===== src/rtl/vscale_fetch_queue_pkg.sv =====
// Shared constants for the vscale fetch front end: word size, bubble/NOP
// encodings and the halt marker instruction.
package vscale_fetch_queue_pkg;

    localparam int          XPR_LEN           = 32;
    localparam logic [31:0] RV_NOP            = 32'h0000_0013;
    // "jal x0, 0" (jump to self) doubles as the halt marker.
    localparam logic [31:0] RV32_HALT         = 32'h0000_006f;
    localparam logic [31:0] BUBBLE_PC_DEFAULT = 32'd120;

endpackage


===== src/rtl/vscale_sync_fifo.sv =====
// Single-clock FIFO with synchronous flush; head entry is read straight from
// the storage registers so it is visible the cycle after it was written.
module vscale_sync_fifo #(
    parameter int DEPTH = 4,
    parameter int WIDTH = 65
) (
    input  logic                       clk,
    input  logic                       reset,
    input  logic                       flush,
    input  logic                       enq,
    input  logic [WIDTH-1:0]           enq_data,
    input  logic                       deq,
    output logic [WIDTH-1:0]           deq_data,
    output logic [$clog2(DEPTH):0]     count,
    output logic                       full,
    output logic                       empty
);

    localparam int AW = $clog2(DEPTH);
    localparam int CW = AW + 1;

    logic [WIDTH-1:0] mem_q [DEPTH];
    logic [WIDTH-1:0] mem_d [DEPTH];
    logic [AW-1:0]    wr_ptr_q, wr_ptr_d;
    logic [AW-1:0]    rd_ptr_q, rd_ptr_d;
    logic [CW-1:0]    count_q, count_d;
    logic             do_deq_s;

    // Pointer/occupancy bookkeeping and storage write.
    always_comb begin
        mem_d    = mem_q;
        do_deq_s = deq & (count_q != '0);
        if (flush) begin
            wr_ptr_d = '0;
            rd_ptr_d = '0;
            count_d  = '0;
        end else begin
            if (enq) begin
                mem_d[wr_ptr_q] = enq_data;
            end else begin
                mem_d[wr_ptr_q] = mem_q[wr_ptr_q];
            end
            wr_ptr_d = wr_ptr_q + AW'(enq);
            rd_ptr_d = rd_ptr_q + AW'(do_deq_s);
            count_d  = count_q + CW'(enq) - CW'(do_deq_s);
        end
    end

    // Control state registers.
    always_ff @(posedge clk) begin
        if (reset) begin
            wr_ptr_q <= '0;
            rd_ptr_q <= '0;
            count_q  <= '0;
        end else begin
            wr_ptr_q <= wr_ptr_d;
            rd_ptr_q <= rd_ptr_d;
            count_q  <= count_d;
        end
    end

    // Entry storage; contents are don't-care while unoccupied.
    always_ff @(posedge clk) begin
        mem_q <= mem_d;
    end

    assign deq_data = mem_q[rd_ptr_q];
    assign count    = count_q;
    assign full     = (count_q == CW'(DEPTH));
    assign empty    = (count_q == '0);

endmodule


===== src/rtl/vscale_fetch_queue.sv =====
// Instruction-fetch front end: one outstanding in-order imem request, a
// DEPTH-entry decoupling queue toward DX, redirect flush and sticky halt.
module vscale_fetch_queue
    import vscale_fetch_queue_pkg::*;
#(
    parameter int               XLEN            = XPR_LEN,
    parameter int               DEPTH           = 4,
    parameter int               CORE_IDX_WIDTH  = 2,
    parameter int               RESET_PC_BASE   = 4,
    parameter int               RESET_PC_STRIDE = 20,
    parameter logic [XLEN-1:0]  BUBBLE_PC       = XLEN'(BUBBLE_PC_DEFAULT),
    parameter logic [XLEN-1:0]  NOP_INST        = XLEN'(RV_NOP),
    parameter logic [XLEN-1:0]  HALT_INST       = XLEN'(RV32_HALT)
) (
    input  logic                        clk,
    input  logic                        reset,
    input  logic [CORE_IDX_WIDTH-1:0]   core_id,
    output logic                        imem_req,
    output logic [XLEN-1:0]             imem_addr,
    input  logic                        imem_wait,
    input  logic [XLEN-1:0]             imem_rdata,
    input  logic                        imem_badmem_e,
    input  logic                        redirect_valid,
    input  logic [XLEN-1:0]             redirect_pc,
    input  logic                        deq_ready,
    output logic                        deq_valid,
    output logic [XLEN-1:0]             deq_pc,
    output logic [XLEN-1:0]             deq_inst,
    output logic                        deq_badmem,
    output logic                        halted,
    output logic [$clog2(DEPTH):0]      count
);

    localparam int CW = $clog2(DEPTH) + 1;
    localparam int FW = 2 * XLEN + 1;

    logic            pending_q, pending_d;
    logic            discard_q, discard_d;
    logic            halted_q, halted_d;
    logic [XLEN-1:0] pending_addr_q, pending_addr_d;
    logic [XLEN-1:0] fetch_pc_q, fetch_pc_d;

    logic [XLEN-1:0] reset_pc_s;
    logic [XLEN-1:0] req_addr_s;
    logic            resp_s, resp_live_s, halt_hit_s, credit_ok_s;
    logic            issue_s, enq_s, pop_s, show_s;
    logic [FW-1:0]   head_s;
    logic [CW-1:0]   fifo_count_s;
    logic            fifo_full_s, fifo_empty_s;

    assign reset_pc_s = XLEN'(RESET_PC_BASE) + XLEN'(core_id) * XLEN'(RESET_PC_STRIDE);

    // Issue/response decisions. A redirect overrides halt and the credit
    // check because the queue is flushed in the same cycle.
    always_comb begin
        req_addr_s  = redirect_valid ? redirect_pc : fetch_pc_q;
        resp_s      = pending_q & ~imem_wait;
        resp_live_s = resp_s & ~discard_q & ~halted_q & ~redirect_valid;
        halt_hit_s  = resp_live_s & (imem_rdata == HALT_INST);
        enq_s       = resp_live_s & ~halt_hit_s & ~fifo_full_s;
        pop_s       = ~fifo_empty_s & deq_ready & ~redirect_valid;
        credit_ok_s = ({1'b0, fifo_count_s} + (CW+1)'(pending_q)) < (CW+1)'(DEPTH);
        issue_s     = ~reset & (~pending_q | ~imem_wait)
                    & (redirect_valid | (~halted_q & ~halt_hit_s & credit_ok_s));
    end

    // Next-state for the pending request, fetch PC and halt flag.
    always_comb begin
        pending_d      = pending_q;
        discard_d      = discard_q;
        pending_addr_d = pending_addr_q;
        fetch_pc_d     = fetch_pc_q;
        if (issue_s) begin
            pending_d      = 1'b1;
            discard_d      = 1'b0;
            pending_addr_d = req_addr_s;
            fetch_pc_d     = req_addr_s + XLEN'(3'd4);
        end else if (redirect_valid) begin
            // Only reachable while the old request is still waiting.
            discard_d  = 1'b1;
            fetch_pc_d = redirect_pc;
        end else if (resp_s) begin
            pending_d = 1'b0;
            discard_d = 1'b0;
        end else begin
            pending_d = pending_q;
        end

        if (redirect_valid) begin
            halted_d = 1'b0;
        end else if (halt_hit_s) begin
            halted_d = 1'b1;
        end else begin
            halted_d = halted_q;
        end
    end

    // Fetch control registers.
    always_ff @(posedge clk) begin
        if (reset) begin
            pending_q      <= 1'b0;
            discard_q      <= 1'b0;
            halted_q       <= 1'b0;
            pending_addr_q <= '0;
            fetch_pc_q     <= reset_pc_s;
        end else begin
            pending_q      <= pending_d;
            discard_q      <= discard_d;
            halted_q       <= halted_d;
            pending_addr_q <= pending_addr_d;
            fetch_pc_q     <= fetch_pc_d;
        end
    end

    vscale_sync_fifo #(
        .DEPTH (DEPTH),
        .WIDTH (FW)
    ) u_fifo (
        .clk      (clk),
        .reset    (reset),
        .flush    (redirect_valid),
        .enq      (enq_s),
        .enq_data ({pending_addr_q, imem_rdata, imem_badmem_e}),
        .deq      (pop_s),
        .deq_data (head_s),
        .count    (fifo_count_s),
        .full     (fifo_full_s),
        .empty    (fifo_empty_s)
    );

    assign show_s     = ~fifo_empty_s & ~reset;
    assign imem_req   = issue_s;
    assign imem_addr  = reset ? '0 : req_addr_s;
    assign deq_valid  = show_s;
    assign deq_pc     = show_s ? head_s[FW-1 -: XLEN] : BUBBLE_PC;
    assign deq_inst   = show_s ? head_s[XLEN:1] : NOP_INST;
    assign deq_badmem = show_s & head_s[0];
    assign halted     = halted_q;
    assign count      = fifo_count_s;

endmodule


===== config.mk =====
export PLATFORM = sky130hd
export DESIGN_NAME = vscale_fetch_queue
export DESIGN_NICKNAME = d
export VERILOG_FILES = /design/src/rtl/vscale_fetch_queue_pkg.sv /design/src/rtl/vscale_sync_fifo.sv /design/src/rtl/vscale_fetch_queue.sv
export SDC_FILE = /design/constraint.sdc
export NUM_CORES = 1
export LEC_CHECK = 0
export BUFFER_PORTS_ARGS = -buffer_cell sky130_fd_sc_hd__clkbuf_2
export CORE_MARGIN = 1.5
export CORE_UTILIZATION = 59
export DETAILED_ROUTE_END_ITERATION = 7
export GPL_TIMING_DRIVEN = 0
export PLACE_DENSITY = 0.84
export SLEW_MARGIN = 20
export SYNTH_ARGS = -nofsm -noshare
export SYNTH_HDL_FRONTEND = slang
export SYNTH_SLANG_ARGS = --single-unit
export TNS_END_PERCENT = 50

===== constraint.sdc =====
create_clock -name clk -period 9.6 [get_ports clk]
set_clock_uncertainty 0.15 [all_clocks]
set_input_delay 0.48 -clock clk [delete_from_list [all_inputs] [get_ports clk]]
set_output_delay 0.48 -clock clk [all_outputs]
set_load 0.02 [all_outputs]

---- Yosys cells after proc, flatten, opt, wreduce, memory -nomap -nowiden ----
Index checks and enable logic that the tools add are counted.
word-level totals
  register bits ........................... 334
  output and inout port bits .............. 103
  logic and storage cells ................. 85
operators by class
  add/sub/neg operators ................... 7
  multiply operators ...................... 1
  order comparisons ....................... 4
  eq/ne operators ......................... 3
  multiplexer cells ....................... 21
  bitwise gates (word level) .............. 29
  reduce and logical (&&, ||, !) cells .... 8
operators with widths
  operator               number
  $bwmux 260             2
  $mux 65                5
  $bmux 65 s2            2
  $mux 260               1
  $mux 32                6
  $demux 65 s2           1
  $add 32x3->32 const B  1
  $eq 32x7->1 const B    1
  $and 1x1->1            16
  $not 1->1              9
  $add 3x7->8 const A    1
  $ge 3x3->1 const B     2
  $not 2->3              2
  $mul 2x3->5 const B    1
  $add 2x1->2            2
  $add 3x1->4            1
  $lt 4x3->1 const B     1
  $mux 1                 4
  $reduce_bool 2->1      2
  $reduce_or 2->1        2
  $add 3x1->3            1
  $eq 3x3->1 const B     1
  $logic_not 3->1        1
  $lt 3x1->1 const B     1
  6 further kinds        7

---- Depth between registers and ports, before layout ----
Gate-level depths: netlist of run 1.
  word-level depth ........................ 13
  depth in mapped cells ................... 13

---- By module ----
A second synthesis of run 1 with hierarchy kept.
unflattened totals
  cells, all modules ...................... 1531
  area total of the unflattened synthesis .. 17332.9 um2
by module, submodules not included
  module              times used  cells an instance  area an instance (um2)
  vscale_sync_fifo    1           1029               13217.7
  vscale_fetch_queue  1           502                4115.2

---- Worst setup path after synthesis of run 1 ----
OpenSTA, ideal clock, no wires.
  path type ............................... input to register
  start point ............................. input redirect_valid
  end point ............................... register u_fifo.mem_q[100] (netlist name), enable pin
  arrival ................................. 6.333 ns
  required time ........................... 8.869 ns
  path slack .............................. 2.536 ns
  stages .................................. 7
  path buffers ............................ 6
  path through ............................ buf_6 > buf_6 > buf_2 > buf_2 > buf_2 > clkbuf_1 > nor3b_1
RTL lines
  element               line                      text
  start, declared       vscale_fetch_queue.sv:23  input logic redirect_valid,
  end signal, assigned  vscale_sync_fifo.sv:64    mem_q <= mem_d;
  end, declared         vscale_sync_fifo.sv:22    logic [WIDTH-1:0] mem_q [DEPTH];
No word-level cell between the ends.

---- Worst setup path after layout of run 1 ----
  start point ............................. register u_fifo.rd_ptr_q[0]
  end point ............................... output deq_pc[12]
between the ends
  longest elaborated chain between the ends .. 5
ends and longest elaborated chain
  element                                     line                       text
  start, declared                             vscale_sync_fifo.sv:25     logic [AW-1:0] rd_ptr_q, rd_ptr_d;
  start signal, assigned                      vscale_sync_fifo.sv:57     rd_ptr_q <= rd_ptr_d;
  $not 2->3 (not written as such)             vscale_sync_fifo.sv:67     assign deq_data = mem_q[rd_ptr_q];
  $bmux 65 s2                                 vscale_sync_fifo.sv:67
  $mux 65 (not written as such) (2 in a row)  vscale_sync_fifo.sv:67
  $mux 32                                     vscale_fetch_queue.sv:135  assign deq_pc = show_s ? head_s[FW-1 -: XLEN] : BUBBLE_PC;
  end, declared                               vscale_fetch_queue.sv:27   output logic [XLEN-1:0] deq_pc,
Every way passes these cells. The select of a mux whose other input is x is not followed.

==> run_results.csv, run 1 <==
group,metric,value,unit
sta,setup_tns,0,ns
route,drc,0,
cells_and_area,num_antenna_cells,0,
clock_tree,hold_buffers,0,
setup_path,rrSetupSlack,6.25,ns
logic_synthesis,synth_fp_nets,1583,
cells_and_area,nets,1822,
setup_path,crit_required,8.97,ns
global_route,grt_pass1_wl,73500,microns
min_path,hold_depth,3,
power,fin_total_pwr,3.42,mW
min_path,holdCritPathClass,"in -> reg",
outcome,status,"complete, no violations",
die,die_area,0.0289,sq mm
global_route,grt_max_degree,35,
setup_path,cp_slowest_cell,"buf_1",
logic_synthesis,synth.distinct_cells,63,
logic_synthesis,ys_ff_latch,334,
placed_design,gp_congestion,0.927,
logic_synthesis,synthFlopType,"edfxtp_1",
sta,hold_viol,0,
cells_and_area,drive_gt1_frac,0.230,
setup_path,crit_family,"buffers and inverters",
power,p_leak,7.31,nW
clock_tree,cts_buffer_depth,3,
logic_synthesis,syn_area,0.0165,sq mm
sta,rsz0062_at_grt,"false",
sta,period_share,0.415,
route,drtIter0Drc,1877,
global_route,grtUsageTotal,0.333,
logic_synthesis,synth-edff-count,260,
cells_and_area,fill_cells,1875,
global_route,antenna_found_initial,0,
die,die_h,170,microns
route,via_per_inst,6.38,
logic_synthesis,syn_inst,1501,
placed_design,placed_area,0.0181,sq mm
logic_synthesis,async_flop_share,0,
die,coreArea,0.0272,sq mm
global_route,grt_pass1_vias,13447,
setup_path,crit_buf_inv,3,
cells_and_area,final_common_cell,"nand2_1",
route,drtPass1Iterations,6,
logic_synthesis,yosys_warnings,0,
sta,timing.fmax,251,MHz
clock_tree,cts_sinks,334,
placed_design,io_buffers,173,
clock_tree,cts_tree,"built",
setup_path,crit_path_max_fanout,10,
logic_synthesis,syn_area_per_cell,11.0,sq um
route,ant_nets,0,
setup_path,worstSetupStartpoint,"u_fifo.rd_ptr_q[0]",
setup_path,crit_type,"reg -> out",
global_route,grt-ovfl-total,0,
setup_path,worstReg2RegStart,"u_fifo.count[1]",
placed_design,hpwlAfterDp,33100,microns
sta,setup_violations,0,
sta,worst_slew_pin_slew,0.976,ns
placed_design,dp_slack,5.62,ns
clock_tree,root_buffer,"clkbuf_16",
clock_tree,post-cts-setup-buffers,0,
clock_tree,numCtsBuffers,36,
logic_synthesis,yosysSeqAreaShare,0.564,
die,die_w,170,microns
die,fp-row-count,60,
route,via_count,13656,
clock_tree,clk_pin_slew,0.07,ns
min_path,hp-start,"imem_wait",
cells_and_area,final_cell_area,0.0193,sq mm
sta,fin_ws,5.62,ns
clock_tree,h-tree-depth,2,
sta,period_minus_slack,3.98,ns
clock_tree,clk_latency,0.53,ns
sta,relSlewSlack,0.349,
setup_path,ff2ff_path_depth,8,
cells_and_area,final_cell_mix,"349 x nand2_1, 265 x a21oi_1, 260 x edfxtp_1",
die,start_util,0.606,
setup_path,crit_path_start_kind,"flop",
setup_path,cp-end-kind,"output pin",
die,io_pins,175,
cells_and_area,fin_util,0.711,
power,ir_drop,0.000136,V
setup_path,slowest_delay,0.80,ns
clock_tree,cts_resized,0,
setup_path,cp.depth,5,
route,wl,48100,microns
setup_path,crit_chain,"clkbuf_1 > buf_1 > mux4_2 > and2_1 > clkbuf_2",
route,wl_per_cell,22.5,microns
run,drv_cap,0,
setup_path,arrival,3.35,ns
sta,finalMaxSlewViolations,0,
cells_and_area,area_delta_synth_final,17.3,%
power,power_density,177,mW/mm^2
==> Yosys cell counts, types with 12 or more instances <==
master | count | area (sq um)
a21oi_1 | 265 | 1330
and2_1 | 69 | 432
buf_2 | 28 | 140
clkbuf_1 | 71 | 267
dfxtp_1 | 74 | 1480
edfxtp_1 | 260 | 7810
mux2_2 | 14 | 158
mux2i_1 | 30 | 300
mux4_2 | 65 | 1460
nand2_1 | 349 | 1310
nand3_1 | 29 | 145
nor2_1 | 63 | 236
nor3_1 | 12 | 60.1
nor4_1 | 12 | 75.1
o21ai_0 | 29 | 145
==> tightest hold or removal path, stage by stage <==
cell	delay, ns
clkbuf_2	0.10
o211ai_1	0.08
nand2_1	0.06
==> cells by family after synthesis <==
kind of cell,count (synthesis),synth area share
mux,111,0.118
compound gates,326,0.110
simple gates,585,0.162
fa+ha+maj,10,0.00805
buf+inv,126,0.0336
xor+xnor,9,0.00478
flops,334,0.564
==> sequential cells by signal, indices dropped and copies added, names as in the netlist <==
register / count
discard_q: 1
fetch_pc_q: 32
halted: 1
pending_addr_q: 32
pending_q: 1
u_fifo.count: 3
u_fifo.mem_q: 260
u_fifo.rd_ptr_q: 2
u_fifo.wr_ptr_q: 2
==> final timing paths <==
check                           end
setup reg to reg     fetch_pc_q[30]
hold reg to reg   pending_addr_q[4]
setup / recovery         deq_pc[12]
hold / removal            pending_q
==> layer usage <==
metal  share of wire  vias up  global-route usage
li1                -     5944                   -
met2            0.48     1045               0.553
met1            0.36     6509               0.426
met5               0        -                   0
met4           0.037        0               0.133
met3            0.13      158              0.0760
==> layout make-up <==
class / count / area (sq um) / share of cell area
Timing Repair Buffer: 201 / 1140 / 0.0588
Buffer: 115 / 514 / 0.0266
Sequential cell: 334 / 9290 / 0.481
Inverter: 11 / 41.3 / 0.00214
Tap cell: 372 / 465 / 0.0241
Clock inverter: 22 / 249 / 0.0129
Multi-Input combinational cell: 1041 / 6660 / 0.344
Clock buffer: 44 / 976 / 0.0505
==> per-stage QoR <==
step | hold WS [ns] | cells
floorplan | 0.286 | 1501
global placement | 0.303 | 2046
detailed placement | 0.314 | 2074
CTS | 0.0726 | 2140
global route | 0.107 | 2140
finish | 0.0734 | 2140
==> where the power goes <==
part           total [mW]  switching (mW)  internal [mW]
Sequential           1.64          0.0336           1.61
Clock                1.46           0.592          0.864
Combinational       0.318           0.199          0.119
Note: power is estimated with default switching activity, not from simulation.
==> inputs of run 2 (changes only) <==
Clock period 9.6 ns to 3.9 ns, I/O delays scaled along.
==> run 2 against run 1 <==
Non-clock buffer count is 33 higher. Routed wire length is 3.0% higher. Sequential share of layout area is 1.1 points lower. Die area stayed put. First-iteration DRC count is 7.0% lower. Sequential cell count stayed put. Count of clock-buffer cells in the layout is 5 lower. Combinational power grew to 2.6 times the previous value. Sequential power is 150% higher. Hold slack worse by 0.068 ns. Critical path type is now in -> reg.
==> run_results.csv, run 2 (synthesized netlist as in run 1, its figures left out) <==
group,metric,value,unit
cells_and_area,top_register,"u_fifo.mem_q",
sta,rsz0062_at_grt,"false",
setup_path,slowest_delay,0.56,ns
clock_tree,cts_sinks,334,
route,wl_per_cell,22.9,microns
route,drtIter0Drc,1745,
sta,hold_viol,0,
setup_path,worstReg2RegStart,"u_fifo.count[1]",
route,via_per_inst,6.45,
outcome,status,"complete, no violations",
clock_tree,clk_pin_slew,0.06,ns
die,die_h,170,microns
power,fin_total_pwr,8.41,mW
setup_path,crit_path_start_kind,"input pin",
sta,setup_violations,0,
die,fp-row-count,60,
clock_tree,post-cts-setup-buffers,0,
setup_path,cp-end-kind,"flop",
clock_tree,numCtsBuffers,34,
die,die_w,170,microns
run,drv_cap,0,
sta,period_minus_slack,3.75,ns
min_path,holdCritPathClass,"in -> reg",
die,die_area,0.0289,sq mm
sta,whs,0.00528,ns
placed_design,hpwlAfterDp,33300,microns
global_route,globalRouteMet3Util,0.0798,
cells_and_area,final_common_cell,"nand2_1",
route,via_count,13990,
cells_and_area,final_cell_mix,"349 x nand2_1, 265 x a21oi_1, 260 x edfxtp_1",
placed_design,placed_area,0.0181,sq mm
setup_path,crit_path_max_fanout,10,
route,drtPass1Iterations,5,
global_route,grt_max_degree,38,
sta,timing.fmax,267,MHz
setup_path,ff2ff_path_depth,8,
route,wl,49600,microns
die,io_pins,175,
cells_and_area,largest_registers,"u_fifo.mem_q (260), fetch_pc_q (32), pending_addr_q (32)",
cells_and_area,final_cell_area,0.0198,sq mm
die,start_util,0.606,
clock_tree,cts_buffer_depth,3,
global_route,grtUsageTotal,0.345,
clock_tree,clk_latency,0.52,ns
global_route,grt_pass1_wl,75600,microns
setup_path,arrival,3.96,ns
clock_tree,cts_tree,"built",
setup_path,cp_slowest_cell,"dlygate4sd3_1",
cells_and_area,final-seq-area,0.00929,sq mm
cells_and_area,num_antenna_cells,0,
cells_and_area,drive_gt1_frac,0.217,
die,coreArea,0.0272,sq mm
setup_path,crit_chain,"dlygate4sd3_1 > clkbuf_2 > nor4_2 > nand4_1 > nor4_1 > a211o_1 > buf_2 > clkbuf_1 > clkbuf_1 > nand2_1 > a21oi_1",
route,drc,0,
sta,period_share,0.962,
global_route,gr-usage-met2,0.588,
cells_and_area,multiInputGateArea,0.00668,sq mm
global_route,grt-ovfl-total,0,
global_route,grt_use_met1,0.412,
clock_tree,h-tree-depth,2,
cells_and_area,area_delta_synth_final,20.0,%
sta,finalMaxSlewViolations,0,
sta,fin_ws,0.148,ns
setup_path,crit_type,"in -> reg",
global_route,antenna_found_initial,0,
cells_and_area,fill_cells,1793,
placed_design,dp_slack,0.0919,ns
power,power_density,425,mW/mm^2
cells_and_area,largest_register_ffs,260,
setup_path,cpMostUsedCell,"clkbuf_1",
clock_tree,root_buffer,"clkbuf_16",
setup_path,worstSetupStartpoint,"imem_rdata[27]",
cells_and_area,nets,1853,
setup_path,crit_required,4.11,ns
power,ir_drop,0.000274,V
sta,worst_slew_pin_slew,1.04,ns
global_route,grt_busiest_layer,"met2",
power,p_leak,7.45,nW
min_path,hp-start,"redirect_pc[29]",
placed_design,gp_congestion,0.936,
global_route,grt_pass1_vias,13971,
placed_design,io_buffers,173,
sta,relSlewSlack,0.305,
route,ant_nets,0,
min_path,hold_depth,3,
-- run 2: changes by cell type in the layout (fill, tap and decap cells not counted), sizes merged --
cell	change
dlygate4sd3	+44
buf	-11
clkbuf	-5
bufinv	+2
clkinvlp	-1
inv	-1
-- run 2: layout make-up --
type,count,area share
flip-flops and latches,334,0.470
multi-input cells,1041,0.338
repair buffers,234,0.0804
clock buffers,39,0.0456
plain buffers,115,0.0260
well taps,372,0.0235
clock inverters,22,0.0144
inverters,11,0.00209
-- run 2: final timing paths --
kind | endpoint | slack, ns
worst max-delay path | u_fifo.mem_q[239] | 0.15
worst min-delay path | pending_addr_q[29] | 0.005
worst max register to register | fetch_pc_q[28] | 0.57
worst min register to register | pending_addr_q[28] | 0.32
-- run 2: timing repair --
item                       CTS  global route
gates resized for setup      0             3
hold buffers                44             0
setup endpoints to repair    0            85
hold endpoints to repair    96             0
-- run 2: where the power goes --
part | total (mW) | switching [mW] | internal, mW
clock | 3.53 | 1.40 | 2.13
combinational | 0.827 | 0.504 | 0.323
sequential | 4.05 | 0.0852 | 3.97
total | 8.41 | 1.99 | 6.41
-- run 2: critical path, delay by kind of cell --
family                 cells  cell delay, ns
AOI/OAI and AO/OA          2            0.32
buffers and inverters      5            2.04
and+or+nand+nor            4            1.39
-- run 2: stage by stage --
step	TNS, ns	utilization	cells
2_1_floorplan	-113.70	-	1501
3_3_place_gp	-585.06	0.656	2046
3_5_place_dp	0	0.667	2063
4_1_cts	0	0.727	2168
5_1_grt	0	0.727	2168
6_report	0	0.727	2168
-- run 2: per-layer routing --
| metal | wire length [microns] | share of wire | up-vias |
|---|---|---|---|
| met5 | 0 | 0 | - |
| met4 | 2270 | 0.046 | 0 |
| met3 | 5910 | 0.12 | 192 |
| met2 | 24200 | 0.49 | 1085 |
| met1 | 17200 | 0.35 | 6699 |
| li1 | - | - | 6014 |
==> inputs of run 3 (changes only) <==
Settings changed: CTS_BUF_LIST set to sky130_fd_sc_hd__clkbuf_8 sky130_fd_sc_hd__clkbuf_16.
==> run 3 against run 2 <==
Utilization unchanged. Design area unchanged. Cell count unchanged. Clock power about the same. Die area unchanged. Count of clock-buffer cells in the layout decreased by 3. Critical path depth unchanged. First-iteration DRC count increased by 0.74%. Global-route usage unchanged. Via count decreased by 0.30%. Sequential power about the same. Critical path type unchanged. Largest power group unchanged. Highest routed layer unchanged.
==> run_results.csv, run 3 (synthesized netlist as in run 1, its figures left out) <==
group,metric,value,unit
clock_tree,h-tree-depth,2,
route,drtPass1Iterations,6,
die,start_util,0.606,
clock_tree,clk_pin_slew,0.06,ns
power,fin_total_pwr,8.40,mW
run,drv_cap,0,
sta,setup_violations,0,
route,via_count,13948,
cells_and_area,area_delta_synth_final,20.0,%
die,coreArea,0.0272,sq mm
route,via_per_inst,6.43,
setup_path,ff2ff_path_depth,8,
sta,period_minus_slack,3.76,ns
min_path,holdCritPathClass,"in -> reg",
cells_and_area,fin_util,0.727,
cells_and_area,final-seq-area,0.00929,sq mm
placed_design,hpwlAfterDp,33300,microns
global_route,grt_pass1_vias,13971,
placed_design,gp_congestion,0.936,
route,ant_nets,0,
placed_design,placed_area,0.0181,sq mm
clock_tree,root_buffer,"clkbuf_16",
power,ir_drop,0.000275,V
sta,rsz0062_at_grt,"false",
outcome,status,"complete, no violations",
cells_and_area,drive_gt1_frac,0.217,
cells_and_area,largest_register_ffs,260,
clock_tree,post-cts-setup-buffers,0,
setup_path,crit_required,4.10,ns
sta,relSlewSlack,0.304,
setup_path,crit_type,"in -> reg",
cells_and_area,top_register,"u_fifo.mem_q",
setup_path,crit_path_max_fanout,10,
clock_tree,clk_latency,0.52,ns
route,wl,49600,microns
die,die_area,0.0289,sq mm
setup_path,arrival,3.97,ns
cells_and_area,nets,1853,
clock_tree,cts_buffer_depth,3,
cells_and_area,largest_registers,"u_fifo.mem_q (260), fetch_pc_q (32), pending_addr_q (32)",
setup_path,cp-end-kind,"flop",
die,fp-row-count,60,
setup_path,crit_path_start_kind,"input pin",
die,die_w,170,microns
clock_tree,cts_tree,"built",
cells_and_area,fill_cells,1793,
global_route,grtUsageTotal,0.345,
cells_and_area,final_cell_area,0.0198,sq mm
sta,hold_viol,0,
global_route,antenna_found_initial,0,
cells_and_area,final_common_cell,"nand2_1",
sta,setup_tns,0,ns
power,p_leak,7.46,nW
route,drc,0,
global_route,grt_max_degree,38,
route,wl_per_cell,22.9,microns
cells_and_area,num_antenna_cells,0,
sta,worst_slew_pin_slew,1.04,ns
route,drtIter0Drc,1758,
min_path,hold_depth,3,
power,power_density,425,mW/mm^2
global_route,grt_pass1_wl,75600,microns
sta,timing.fmax,266,MHz
die,die_h,170,microns
die,io_pins,175,
cells_and_area,multiInputGateArea,0.00668,sq mm
placed_design,dp_cells,2063,
clock_tree,numCtsBuffers,34,
clock_tree,cts_sinks,334,
cells_and_area,final_cell_mix,"349 x nand2_1, 265 x a21oi_1, 260 x edfxtp_1",
sta,period_share,0.965,
global_route,grt-ovfl-total,0,
placed_design,io_buffers,173,
sta,finalMaxSlewViolations,0,
cells_and_area,fin_cells,2168,
==> run 3: worst max-delay path, stage by stage <==
cell	delay, ns
dlygate4sd3_1	0.56
clkbuf_2	0.13
nor4_2	0.51
nand4_1	0.33
nor4_1	0.42
a211o_1	0.15
buf_2	0.25
clkbuf_1	0.55
clkbuf_1	0.53
nand2_1	0.13
a21oi_1	0.19
==> run 3: routing by layer <==
| metal | track usage | vias up | wire [microns] |
|---|---|---|---|
| met2 | 0.588 | 1063 | 24100 |
| met1 | 0.412 | 6677 | 17200 |
| met5 | 0 | - | 0 |
| met3 | 0.0798 | 198 | 5990 |
| met4 | 0.170 | 0 | 2280 |
| li1 | - | 6010 | - |
==> run 3: layout make-up <==
cell class / count / area share
Timing Repair Buffer: 234 / 0.0804
Inverter: 11 / 0.00209
Tap cell: 372 / 0.0235
Clock buffer: 36 / 0.0450
Buffer: 115 / 0.0260
Sequential cell: 334 / 0.470
Multi-Input combinational cell: 1041 / 0.338
Clock inverter: 25 / 0.0150
==> run 3: worst paths after layout <==
path                 startpoint  slack [ns]            endpoint
max              imem_rdata[27]        0.14   u_fifo.mem_q[242]
min             redirect_pc[29]       0.005  pending_addr_q[29]
max reg2reg     u_fifo.count[1]        0.59      fetch_pc_q[28]
min reg2reg  pending_addr_q[28]        0.32  pending_addr_q[28]
==> run 3: metrics by stage <==
stage | hold slack [ns] | setup WS (ns)
2_1_floorplan | 0.191 | -0.591
3_3_place_gp | 0.305 | -2.71
3_5_place_dp | 0.313 | 0.0919
4_1_cts | 0.000712 | 0.0559
5_1_grt | 0.0191 | 0.0871
6_report | 0.00463 | 0.135
==> run 3: timing repair <==
item                                    in CTS  in global routing
hold buffers                                44                  0
resized for setup                            0                  3
endpoints found under the setup margin       0                 85
hold endpoints to repair                    96                  0
==> run 3: power by group <==
| group | switching [mW] | internal, mW |
|---|---|---|
| Sequential | 0.0844 | 3.97 |
| Combinational | 0.504 | 0.323 |
| Clock | 1.40 | 2.12 |
